File: src/rtl/obi_atop_executor.sv
// OBI subordinate that executes atomic (atop) transactions on a plain memory port, one at a time.
// Optional LR/SC reservation support is compiled in with `define OBI_ATOP_EXECUTOR_LRSC_EN.
module obi_atop_executor #(
  parameter int unsigned AddrWidth = 32,
  parameter int unsigned DataWidth = 32,
  parameter int unsigned IdWidth   = 1
) (
  input  logic                   clk_i,
  input  logic                   rst_i,
  // OBI A channel
  input  logic                   req_i,
  output logic                   gnt_o,
  input  logic [AddrWidth-1:0]   addr_i,
  input  logic                   we_i,
  input  logic [DataWidth/8-1:0] be_i,
  input  logic [DataWidth-1:0]   wdata_i,
  input  logic [IdWidth-1:0]     aid_i,
  input  logic [5:0]             atop_i,
  // OBI R channel
  output logic                   rvalid_o,
  input  logic                   rready_i,
  output logic [DataWidth-1:0]   rdata_o,
  output logic [IdWidth-1:0]     rid_o,
  output logic                   err_o,
  // plain memory port
  output logic                   mem_req_o,
  input  logic                   mem_gnt_i,
  output logic [AddrWidth-1:0]   mem_addr_o,
  output logic                   mem_we_o,
  output logic [DataWidth/8-1:0] mem_be_o,
  output logic [DataWidth-1:0]   mem_wdata_o,
  input  logic                   mem_rvalid_i,
  input  logic [DataWidth-1:0]   mem_rdata_i
);

  localparam int unsigned BeWidth = DataWidth / 8;

  localparam logic [5:0] AtopNone = 6'h00;
  localparam logic [5:0] AtopAdd  = 6'h20;
  localparam logic [5:0] AtopSwap = 6'h21;
  localparam logic [5:0] AtopXor  = 6'h24;
  localparam logic [5:0] AtopOr   = 6'h28;
  localparam logic [5:0] AtopAnd  = 6'h2C;
  localparam logic [5:0] AtopMin  = 6'h30;
  localparam logic [5:0] AtopMax  = 6'h34;
  localparam logic [5:0] AtopMinu = 6'h38;
  localparam logic [5:0] AtopMaxu = 6'h3C;
`ifdef OBI_ATOP_EXECUTOR_LRSC_EN
  localparam logic [5:0] AtopLr   = 6'h22;
  localparam logic [5:0] AtopSc   = 6'h23;
`endif

  typedef enum logic [2:0] {IDLE, RD, RD_WAIT, WR, WR_WAIT, RESP} state_e;

  // What an accepted request turns into: which memory phase it starts with, or none at all.
  typedef enum logic [2:0] {K_RD, K_WR, K_AMO, K_SC_FAIL, K_ERR} kind_e;

  state_e               state_q;
  kind_e                kind;
  logic [5:0]           atop_q;
  logic [BeWidth-1:0]   be_q;
  logic [DataWidth-1:0] wdata_q;

  function automatic logic is_amo(input logic [5:0] op);
    case (op)
      AtopSwap, AtopAdd, AtopXor, AtopAnd, AtopOr,
      AtopMin, AtopMax, AtopMinu, AtopMaxu: return 1'b1;
      default:                              return 1'b0;
    endcase
  endfunction

  function automatic logic [DataWidth-1:0] amo_result(input logic [5:0]           op,
                                                      input logic [DataWidth-1:0] old_v,
                                                      input logic [DataWidth-1:0] operand);
    logic [DataWidth-1:0] res;
    res = operand;
    case (op)
      AtopAdd:  res = old_v + operand;
      AtopXor:  res = old_v ^ operand;
      AtopAnd:  res = old_v & operand;
      AtopOr:   res = old_v | operand;
      AtopMin:  res = ($signed(old_v) < $signed(operand)) ? old_v : operand;
      AtopMax:  res = ($signed(old_v) > $signed(operand)) ? old_v : operand;
      AtopMinu: res = (old_v < operand) ? old_v : operand;
      AtopMaxu: res = (old_v > operand) ? old_v : operand;
      default:  res = operand;
    endcase
    return res;
  endfunction

`ifdef OBI_ATOP_EXECUTOR_LRSC_EN
  logic                 resv_valid_q;
  logic [AddrWidth-3:0] resv_addr_q;
  logic                 resv_hit;

  assign resv_hit = resv_valid_q && (resv_addr_q == addr_i[AddrWidth-1:2]);
`endif

  // Reset is excluded so nothing is granted in the very cycle that abandons a transaction.
  assign gnt_o = req_i && (state_q == IDLE) && !rst_i;

  always_comb begin
    // NOTE: kind gets a default before any branch so no latch is inferred.
    kind = K_ERR;
    if (atop_i == AtopNone) begin
      kind = we_i ? K_WR : K_RD;
    end else if (is_amo(atop_i)) begin
      kind = K_AMO;
`ifdef OBI_ATOP_EXECUTOR_LRSC_EN
    end else if (atop_i == AtopLr) begin
      kind = K_RD;
    end else if (atop_i == AtopSc) begin
      kind = resv_hit ? K_WR : K_SC_FAIL;
`endif
    end
  end

  // NOTE: every register below uses non-blocking assignments so all of them sample pre-edge values.
  always_ff @(posedge clk_i) begin
    if (rst_i) begin
      state_q     <= IDLE;
      atop_q      <= '0;
      be_q        <= '0;
      wdata_q     <= '0;
      rvalid_o    <= 1'b0;
      rdata_o     <= '0;
      rid_o       <= '0;
      err_o       <= 1'b0;
      mem_req_o   <= 1'b0;
      mem_addr_o  <= '0;
      mem_we_o    <= 1'b0;
      mem_be_o    <= '0;
      mem_wdata_o <= '0;
`ifdef OBI_ATOP_EXECUTOR_LRSC_EN
      resv_valid_q <= 1'b0;
      resv_addr_q  <= '0;
`endif
    end else begin
      case (state_q)
        IDLE: begin
          if (gnt_o) begin
            atop_q      <= atop_i;
            be_q        <= be_i;
            wdata_q     <= wdata_i;
            rid_o       <= aid_i;
            err_o       <= (kind == K_ERR);
            rdata_o     <= (kind == K_SC_FAIL) ? {{(DataWidth-1){1'b0}}, 1'b1} : '0;
            mem_addr_o  <= addr_i;
            mem_we_o    <= (kind == K_WR);
            mem_be_o    <= (kind == K_WR) ? be_i : '1;
            mem_wdata_o <= (kind == K_WR) ? wdata_i : '0;
            case (kind)
              K_RD, K_AMO: begin
                state_q   <= RD;
                mem_req_o <= 1'b1;
              end
              K_WR: begin
                state_q   <= WR;
                mem_req_o <= 1'b1;
              end
              default: begin
                state_q  <= RESP;
                rvalid_o <= 1'b1;
              end
            endcase
`ifdef OBI_ATOP_EXECUTOR_LRSC_EN
            if (atop_i == AtopLr) begin
              resv_valid_q <= 1'b1;
              resv_addr_q  <= addr_i[AddrWidth-1:2];
            end else if (atop_i == AtopSc || ((kind == K_WR || kind == K_AMO) && resv_hit)) begin
              resv_valid_q <= 1'b0;
            end
`endif
          end
        end
        RD: begin
          if (mem_gnt_i) begin
            mem_req_o <= 1'b0;
            state_q   <= RD_WAIT;
          end
        end
        RD_WAIT: begin
          if (mem_rvalid_i) begin
            rdata_o <= mem_rdata_i;
            if (is_amo(atop_q)) begin
              // The old value is returned; the combined value goes back out in the write phase.
              state_q     <= WR;
              mem_req_o   <= 1'b1;
              mem_we_o    <= 1'b1;
              mem_be_o    <= be_q;
              mem_wdata_o <= amo_result(atop_q, mem_rdata_i, wdata_q);
            end else begin
              state_q  <= RESP;
              rvalid_o <= 1'b1;
            end
          end
        end
        WR: begin
          if (mem_gnt_i) begin
            mem_req_o <= 1'b0;
            mem_we_o  <= 1'b0;
            state_q   <= WR_WAIT;
          end
        end
        WR_WAIT: begin
          if (mem_rvalid_i) begin
            state_q  <= RESP;
            rvalid_o <= 1'b1;
          end
        end
        RESP: begin
          if (rready_i) begin
            rvalid_o <= 1'b0;
            state_q  <= IDLE;
          end
        end
        default: state_q <= IDLE;
      endcase
    end
  end

endmodule

File: config.mk
export PLATFORM = sky130hd
export DESIGN_NAME = obi_atop_executor
export DESIGN_NICKNAME = d
export VERILOG_FILES = /design/src/rtl/obi_atop_executor.sv
export SDC_FILE = /design/constraint.sdc
export NUM_CORES = 1
export LEC_CHECK = 0
export ABC_CLOCK_PERIOD_IN_PS = 6700
export CAP_MARGIN = 20
export CORE_MARGIN = 2
export CORE_UTILIZATION = 44
export DETAILED_ROUTE_END_ITERATION = 16
export PLACE_DENSITY = 0.7
export SLEW_MARGIN = 20
export SYNTH_ARGS = -nofsm -noshare
export SYNTH_HDL_FRONTEND = slang
export SYNTH_SLANG_ARGS = --single-unit
File: constraint.sdc
create_clock -name clk_i -period 6.7 [get_ports clk_i]
set_input_delay 1.005 -clock clk_i [delete_from_list [all_inputs] [get_ports clk_i]]
set_output_delay 1.005 -clock clk_i [all_outputs]
set_load 0.03 [all_outputs]
== Word-level counts from Yosys, hierarchy flattened ==
Cells that the tools add are included.
Operators by class
  add/sub/neg operators: 1
  order comparisons: 4
  eq/ne operators: 38
  muxes and demuxes: 52
  bitwise gates (word level): 3
  reductions and logical operators: 22
Operators with widths (number)
  32-bit two-way mux: 10
  32-bit one-hot mux with 8 select lines: 1
  32-bit one-hot mux with 2 select lines: 2
  6-bit == test, second input constant: 18
  32-bit greater-than comparator: 2
  32-bit less-than comparator: 2
  32-bit adder: 1
  32-bit bitwise AND: 1
  32-bit bitwise OR: 1
  32-bit XOR: 1
  3-bit two-way mux: 9
  1-bit two-way mux: 20
  2-bit inequality test, second input constant: 10
  3-bit one-hot mux with 6 select lines: 1
  9-bit OR reduction: 2
  4-bit two-way mux: 4
  3-bit by 2-bit == test with 1-bit output, second input constant: 4
  6-bit AND reduction: 2
  3-bit == test, second input constant: 3
  4-bit one-hot mux with 2 select lines: 1
  7-bit AND reduction: 1
  3-bit by 1-bit == test with 1-bit output, second input constant: 2
  3-bit zero test: 2
  6-bit zero test: 1
  other kinds (15): 19
Storage, ports and cells
  flip-flop bits (word level): 150
  input bits: 114
  output and inout port bits: 106
  logic and storage cells: 133

== Depth between registers and ports, before layout ==
Gate-level depths: netlist of run 1.
  depth after elaboration: 11
  gate-level depth with buffers: 15
  depth with buffers taken out: 12

== Least setup slack after synthesis of run 1 ==
OpenSTA, ideal clock, no wires.
  path type: input to register
  start point: input port mem_rdata_i[13]
  end point: register mem_wdata_o[26]
  setup time: 0.132 ns
  arrival time: 3.724 ns
  required time: 6.568 ns
  path slack: 2.845 ns
  stages: 13
  buffers on the path: 2
  path through: inv_1 -> ha_1 -> buf_2 -> nor4_1 -> a21boi_0 -> o41ai_4 -> a21oi_2 -> a2bb2oi_2 -> o211ai_2 -> buf_2 -> a221o_1 -> a21oi_1 -> nor3_1
Between the ends
  word-level cells in the longest chain between the ends: 6
  elaborated cells on any way between the ends: 13
  classes of those cells: add/sub: 1; order compare: 4; mux: 8
Ends and longest elaborated chain
  from (decl): RTL line 33  | input logic [DataWidth-1:0] mem_rdata_i
  32-bit greater-than comparator (tied with other cells): RTL line 85  | AtopMaxu: res = (old_v > operand) ? old_v : operand;
  32-bit two-way mux, on equally long branches
  32-bit one-hot mux with 8 select lines (*): RTL line 77  | case (op)
  32-bit two-way mux (*): RTL line 185  | if (is_amo(atop_q)) begin
  32-bit two-way mux (*): RTL line 183  | if (mem_rvalid_i) begin
  32-bit one-hot mux with 2 select lines (*): RTL line 139  | case (state_q)
  to (signal assigned): RTL line 151  | mem_wdata_o <= (kind == K_WR) ? wdata_i : '0;
  to (signal assigned): RTL line 191  | mem_wdata_o <= amo_result(atop_q, mem_rdata_i, wdata_q);
  to (decl): RTL line 31  | output logic [DataWidth-1:0] mem_wdata_o,
Every way passes the cells marked *; elsewhere a longest branch is shown, timed or not. The select of a mux whose other input is x is not followed.
A chain may end at the register's enable or synchronous reset.

== Final worst setup path of run 1 ==
  start point: input port mem_rdata_i[31]
  end point: register mem_wdata_o[30]
The elaborated chain is that of the path after synthesis.

==> impl_metrics.yaml, run 1 <==
final_layout:
  nNetsFinal: 1865
  drive_gt1_share_pct: 5.70
  area_growth_pct: 27.5
  fin_util_pct: 57.2
  diodes: 0
  final_cells: 1991
cts:
  root_buffer: "clkbuf_16"
  clk_pin_slew_worst_paths_ns: 0.07
  cts-buffers-inserted: 17
  ctsHoldBuffers: 0
  insertion_delay_ns: 0.45
  cts_setup_buffers: 0
  post_cts_resized: 0
  cts_sinks: 150
  cts_max_level: 4
  clk_path_buf_depth: 2
  cts_tree: "built"
logic_synthesis:
  ys_seq_elements: 150
  syn_nets: 1713
  synthMostInstantiatedCell: "nand2_1"
  synth-async-reset-ratio_pct: 0
  synth_cell_type_count: 85
  syn-instance-count: 1502
  synth_common_cells: "nand2_1 (256), a21oi_1 (244), dfxtp_1 (150)"
  yosys_warnings: 0
  synth.top_cells.by_area: "dfxtp_1 (28%), a21oi_1 (11%), ha_1 (11%)"
  ys.flop_type: "dfxtp_1"
  synth_top_cell_area_share_pct: 27.5
  ys_seq_area_share_pct: 27.5
  synth_edf_count: 0
  synth_area_leader_cell: "dfxtp_1"
  avgSynthCellArea_um2: 7.26
  syn-cell-area_mm2: 0.0109
floorplanning:
  core_mm2: 0.0243
  die_w_um: 161
  pin_count: 220
  die-height_um: 161
  fp.dieArea_mm2: 0.0261
  initial_utilization_pct: 44.8
  std_cell_rows: 57
timing:
  rsz0062_at_grt: "no"
  relSlewSlack_pct: 33.9
  hold_violations: 0
  setup_slack_ns: 1.44
  slew_viol_final: 0
  worst_slew_pin_slew_ns: 0.989
  post-route-period-util_pct: 78.5
  skew_ns: 0.0194
  final.min_clock_period_ns: 5.26
  setup_viol: 0
  max_freq_mhz: 190
  finalSetupTns_ns: 0
power:
  p_per_area_mw_per_mm2: 280
  combPwrFrac_pct: 42.8
  p_clk_share_pct: 27.3
  p_sw_share_pct: 44.0
  power.switching_mw: 1.71
  peakVddDrop_v: 0.000161
  p_leak_nw: 5.12
  pwr-share-seq_pct: 29.9
  p_int_mw: 2.18
  finalPower_mw: 3.89
routing:
  drtAntennaViolNets: 0
  drt_wl_total_um: 42700
  avgViaCountPerCell: 6.03
  num_vias: 12000
  wire_per_inst_um: 21.5
  drc_errors: 0
  drtIter0Drc: 1159
  drtPass1Iterations: 6
place:
  pre_cts_slack_ns: 1.13
  gp_congestion: 0.977
  dp.cells: 1959
  io_buffers: 219
  hpwlAfterDp_um: 29700
grt:
  grt_start_max_net_pins: 76
  grt_util_all_layers_pct: 32.1
  antenna_found_initial: 0
  grt_pass1_wl_um: 65900
  grt-ovfl-total: 0
  grt_pass1_vias: 11500
critical_path:
  cp-start-kind: "input pin"
  criticalPathCategory: "input pin to flop"
  required_ns: 6.99
  cp_max_fo: 15
  cp-end-kind: "flop"
  critPathArrivalTime_ns: 5.55
job:
  cap_violations: 0
min_path:
  hold_class: "flop to flop"
outcome:
  status: "finished clean"
## state kept, by name (all words and copies together) (netlist names)
name / count
rvalid_o: 1
mem_wdata_o: 32
err_o: 1
state_q: 3
be_q: 4
rdata_o: 32
mem_addr_o: 32
wdata_q: 32
atop_q: 6
rid_o: 1
mem_we_o: 1
mem_be_o: 4
mem_req_o: 1
## layout make-up
type / count / area, um^2
clock inverter: 15 / 186
tap: 324 / 405
fill: 2272 / 10400
inverter: 84 / 315
clock buffer: 17 / 425
multi-input combinational: 1158 / 7200
sequential: 150 / 3000
timing repair buffer: 243 / 2370
## routing by layer
layer	share of wire, %	vias to the layer above	global-route usage [%]
li1	-	5647	-
met1	43	5670	43.6
met2	45	598	50.7
met3	9.1	89	6.86
met4	2.7	0	10.9
met5	0	-	0
## power by group through the flow
stage	logic [mW]	registers, mW	clock network, mW
floorplan	0.961	1.26	0
global placement	1.62	1.17	0
detailed placement	1.63	1.18	0
CTS	1.64	1.16	1.06
global route	1.80	1.18	1.10
finish	1.66	1.16	1.06
## worst max-delay path, stage by stage
cell,delay [ns]
clkdlybuf4s50_1,0.66
inv_1,0.09
ha_1,0.54
nor4_1,0.77
nand4_1,0.35
inv_1,0.23
o41ai_4,0.18
a21oi_2,0.26
a2bb2oi_2,0.28
o211ai_2,0.43
a221o_1,0.41
a221oi_1,0.25
nor3_1,0.08
## stage by stage
stage	instance area [um^2]	hold slack (ns)
2_1_floorplan	10900	0.431
3_3_place_gp	13300	0.438
3_5_place_dp	13300	0.445
4_1_cts	13900	0.456
5_1_grt	13900	0.472
6_report	13900	0.453
## final timing paths
check                           start  cells past startpoint  slack, ns                           end
max                   mem_rdata_i[31]                     13       1.44  mem_wdata_o[30]$_SDFFE_PP0P_
min           rdata_o[0]$_SDFFE_PP0P_                      2       0.45       rdata_o[0]$_SDFFE_PP0P_
max reg2reg  wdata_q[31]$_SDFFE_PP0P_                     12       2.20  mem_wdata_o[30]$_SDFFE_PP0P_
min reg2reg   rdata_o[0]$_SDFFE_PP0P_                      2       0.45       rdata_o[0]$_SDFFE_PP0P_
## cells in the final DEF, fill, tap and decap left out, types with 13 or more instances in the layout
master / count
a21oi_1: 243
a221o_1: 13
buf_4: 25
a22oi_1: 14
xnor2_1: 17
nor2_1: 74
inv_1: 83
ha_1: 96
nand2_1: 255
clkbuf_16: 17
or3_1: 16
clkdlybuf4s50_1: 218
nor3_1: 30
o21ai_0: 74
a211oi_1: 19
a311oi_1: 14
nand3_1: 51
o211ai_1: 18
a221oi_1: 15
a21o_1: 18
dfxtp_1: 150
## cells by family (layout without fill, tap and decap cells)
| group | after synthesis | count (layout) | synth area share, % |
|---|---|---|---|
| DFF | 150 | 150 | 27.5 |
| muxes | 13 | 13 | 1.31 |
| xor gates and xnor gates | 22 | 22 | 1.77 |
| AOI/OAI and AO/OA | 526 | 526 | 30.8 |
| adders and majority gates | 98 | 98 | 11.3 |
| buffers and inverters | 194 | 359 | 6.88 |
| and+or+nand+nor | 499 | 499 | 20.4 |
No activity file was read; power rests on OpenSTA's default activity.
==> inputs of run 2 (changes only) <==
--- a/config.mk
+++ b/config.mk
@@ -5,7 +5,7 @@
 export SDC_FILE = /design/constraint.sdc
 export NUM_CORES = 1
 export LEC_CHECK = 0
-export ABC_CLOCK_PERIOD_IN_PS = 6700
+export ABC_CLOCK_PERIOD_IN_PS = 5000
 export CAP_MARGIN = 20
 export CORE_MARGIN = 2
 export CORE_UTILIZATION = 44
==> constraint.sdc (replaced) <==
create_clock -name clk_i -period 5 [get_ports clk_i]
set_input_delay 0.75 -clock clk_i [delete_from_list [all_inputs] [get_ports clk_i]]
set_output_delay 0.75 -clock clk_i [all_outputs]
set_load 0.03 [all_outputs]
==> run 2 against run 1 <==
Critical path type unchanged. Flip-flop and latch count is the same. Hold slack got worse by 0.0040 ns. Via count rose by 1.9%.
==> impl_metrics.yaml, run 2 (synthesized netlist as in run 1, its figures left out) <==
place:
  postPlaceCellArea_mm2: 0.0136
  dp.cells: 2006
  io_buffers: 219
  pre_cts_slack_ns: 0.256
  hpwlAfterDp_um: 31500
  gp_congestion: 1.03
critical_path:
  slowest_delay_ns: 0.59
  r2r_end: "mem_wdata_o[30]$_SDFFE_PP0P_"
  crit_top_cell: "buf_4"
  cp-end-kind: "flop"
  required_ns: 5.29
  cp-start-kind: "input pin"
  reg2reg_depth: 13
  r2r_slack_ns: 1.03
  criticalPathCategory: "input pin to flop"
  timing.rr.start: "wdata_q[11]$_SDFFE_PP0P_"
  critPathArrivalTime_ns: 4.68
  cp_slowest_cell: "clkdlybuf4s50_1"
  cp_max_fo: 9
  cp_cell_sequence: "clkdlybuf4s50_1 > inv_1 > ha_1 > nor4_1 > buf_4 > nand4_1 > a21oi_1 > o41ai_4 > a21oi_2 > a2bb2oi_2 > o211ai_2 > buf_4 > a221o_1 > a221oi_1 > nor3_1"
final_layout:
  area_growth_pct: 30.8
  final_common_cell: "nand2_1"
  diodes: 0
  most-common-layout-cells: "nand2_1 (255), a21oi_1 (243), clkdlybuf4s50_1 (218), dfxtp_1 (150), ha_1 (96)"
  nNetsFinal: 1912
  multi_input_area_mm2: 0.00719
  fin_util_pct: 58.6
  finalInstanceArea_mm2: 0.0143
  fill_cells: 2296
  final_cells: 2038
  drive_gt1_share_pct: 8.17
  ff_latch_area_mm2: 0.00300
cts:
  cts_sinks: 150
  cts_max_level: 4
  clk_path_buf_depth: 2
  insertion_delay_ns: 0.45
  cts-buffers-inserted: 17
  cts_tree: "built"
  post_cts_resized: 0
  clk_pin_slew_worst_paths_ns: 0.07
  cts_setup_buffers: 0
  ctsHoldBuffers: 0
  root_buffer: "clkbuf_16"
timing:
  final.min_clock_period_ns: 4.40
  skew_ns: 0.0210
  rsz0062_at_grt: "no"
  hold_violations: 0
  max_freq_mhz: 227
  slew_viol_final: 0
  finalSetupTns_ns: 0
  setup_viol: 0
  worst_slew_pin_slew_ns: 1.16
  hold_slack_ns: 0.449
  relSlewSlack_pct: 22.1
  setup_slack_ns: 0.604
  post-route-period-util_pct: 87.9
grt:
  grt_pass1_vias: 11900
  antenna_found_initial: 0
  grt-ovfl-total: 0
  grt_start_max_net_pins: 88
  grt_util_all_layers_pct: 33.1
  grt_pass1_wl_um: 67800
min_path:
  holdPathEnd: "rdata_o[5]$_SDFFE_PP0P_"
  hold_class: "flop to flop"
  whs_path_depth: 2
  hold_start: "rdata_o[5]$_SDFFE_PP0P_"
floorplanning:
  initial_utilization_pct: 44.8
  std_cell_rows: 57
  fp.dieArea_mm2: 0.0261
  pin_count: 220
  core_mm2: 0.0243
  die_w_um: 161
  die-height_um: 161
routing:
  wire_per_inst_um: 21.5
  drt_wl_total_um: 43800
  num_vias: 12200
  drtIter0Drc: 1361
  drtPass1Iterations: 7
  avgViaCountPerCell: 6.00
  drc_errors: 0
  drtAntennaViolNets: 0
power:
  finalPower_mw: 5.29
  peakVddDrop_v: 0.000254
  p_per_area_mw_per_mm2: 371
  p_leak_nw: 5.35
job:
  cap_violations: 0
outcome:
  status: "finished clean"
[run 2: worst max-delay path, delay by kind of cell]
family,cells,cell delay [ns]
fa+ha+maj,1,0.41
compound gates,7,1.85
simple gates,3,0.59
buf+inv,4,1.07
[run 2: power by group]
group          leakage [nW]  switching [mW]  internal, mW
clock network         0.307           0.630         0.790
logic                  3.83            1.47         0.841
registers              1.22           0.187          1.36
[run 2: cell type report]
class / count / share of cell area, %
flip-flops and latches: 150 / 21.1
inverters: 84 / 2.21
multi-input cells: 1158 / 50.4
clock inverters: 13 / 1.23
clock buffers: 19 / 3.18
well taps: 324 / 2.84
repair buffers: 290 / 19.1
[run 2: worst max path at each step]
stage                     cells after the start                           end  slack [ns]       startpoint
after floorplan                              13  mem_wdata_o[26]$_SDFFE_PP0P_        1.40  mem_rdata_i[13]
after global placement                       14  mem_wdata_o[30]$_SDFFE_PP0P_        0.27  mem_rdata_i[10]
after detailed placement                     15  mem_wdata_o[30]$_SDFFE_PP0P_        0.26  mem_rdata_i[14]
after CTS                                    15  mem_wdata_o[30]$_SDFFE_PP0P_        0.64  mem_rdata_i[14]
after global routing                         15  mem_wdata_o[30]$_SDFFE_PP0P_        0.38  mem_rdata_i[14]
final                                        15  mem_wdata_o[30]$_SDFFE_PP0P_        0.60  mem_rdata_i[14]
[run 2: metal layers]
metal  global-route usage [%]  vias to the layer above  wire length (um)
met5                        0                        -                 0
met4                     10.3                        0              1080
met3                     7.32                       70              4160
met2                     53.1                      628             19900
met1                     44.3                     5792             18700
li1                         -                     5738                 -
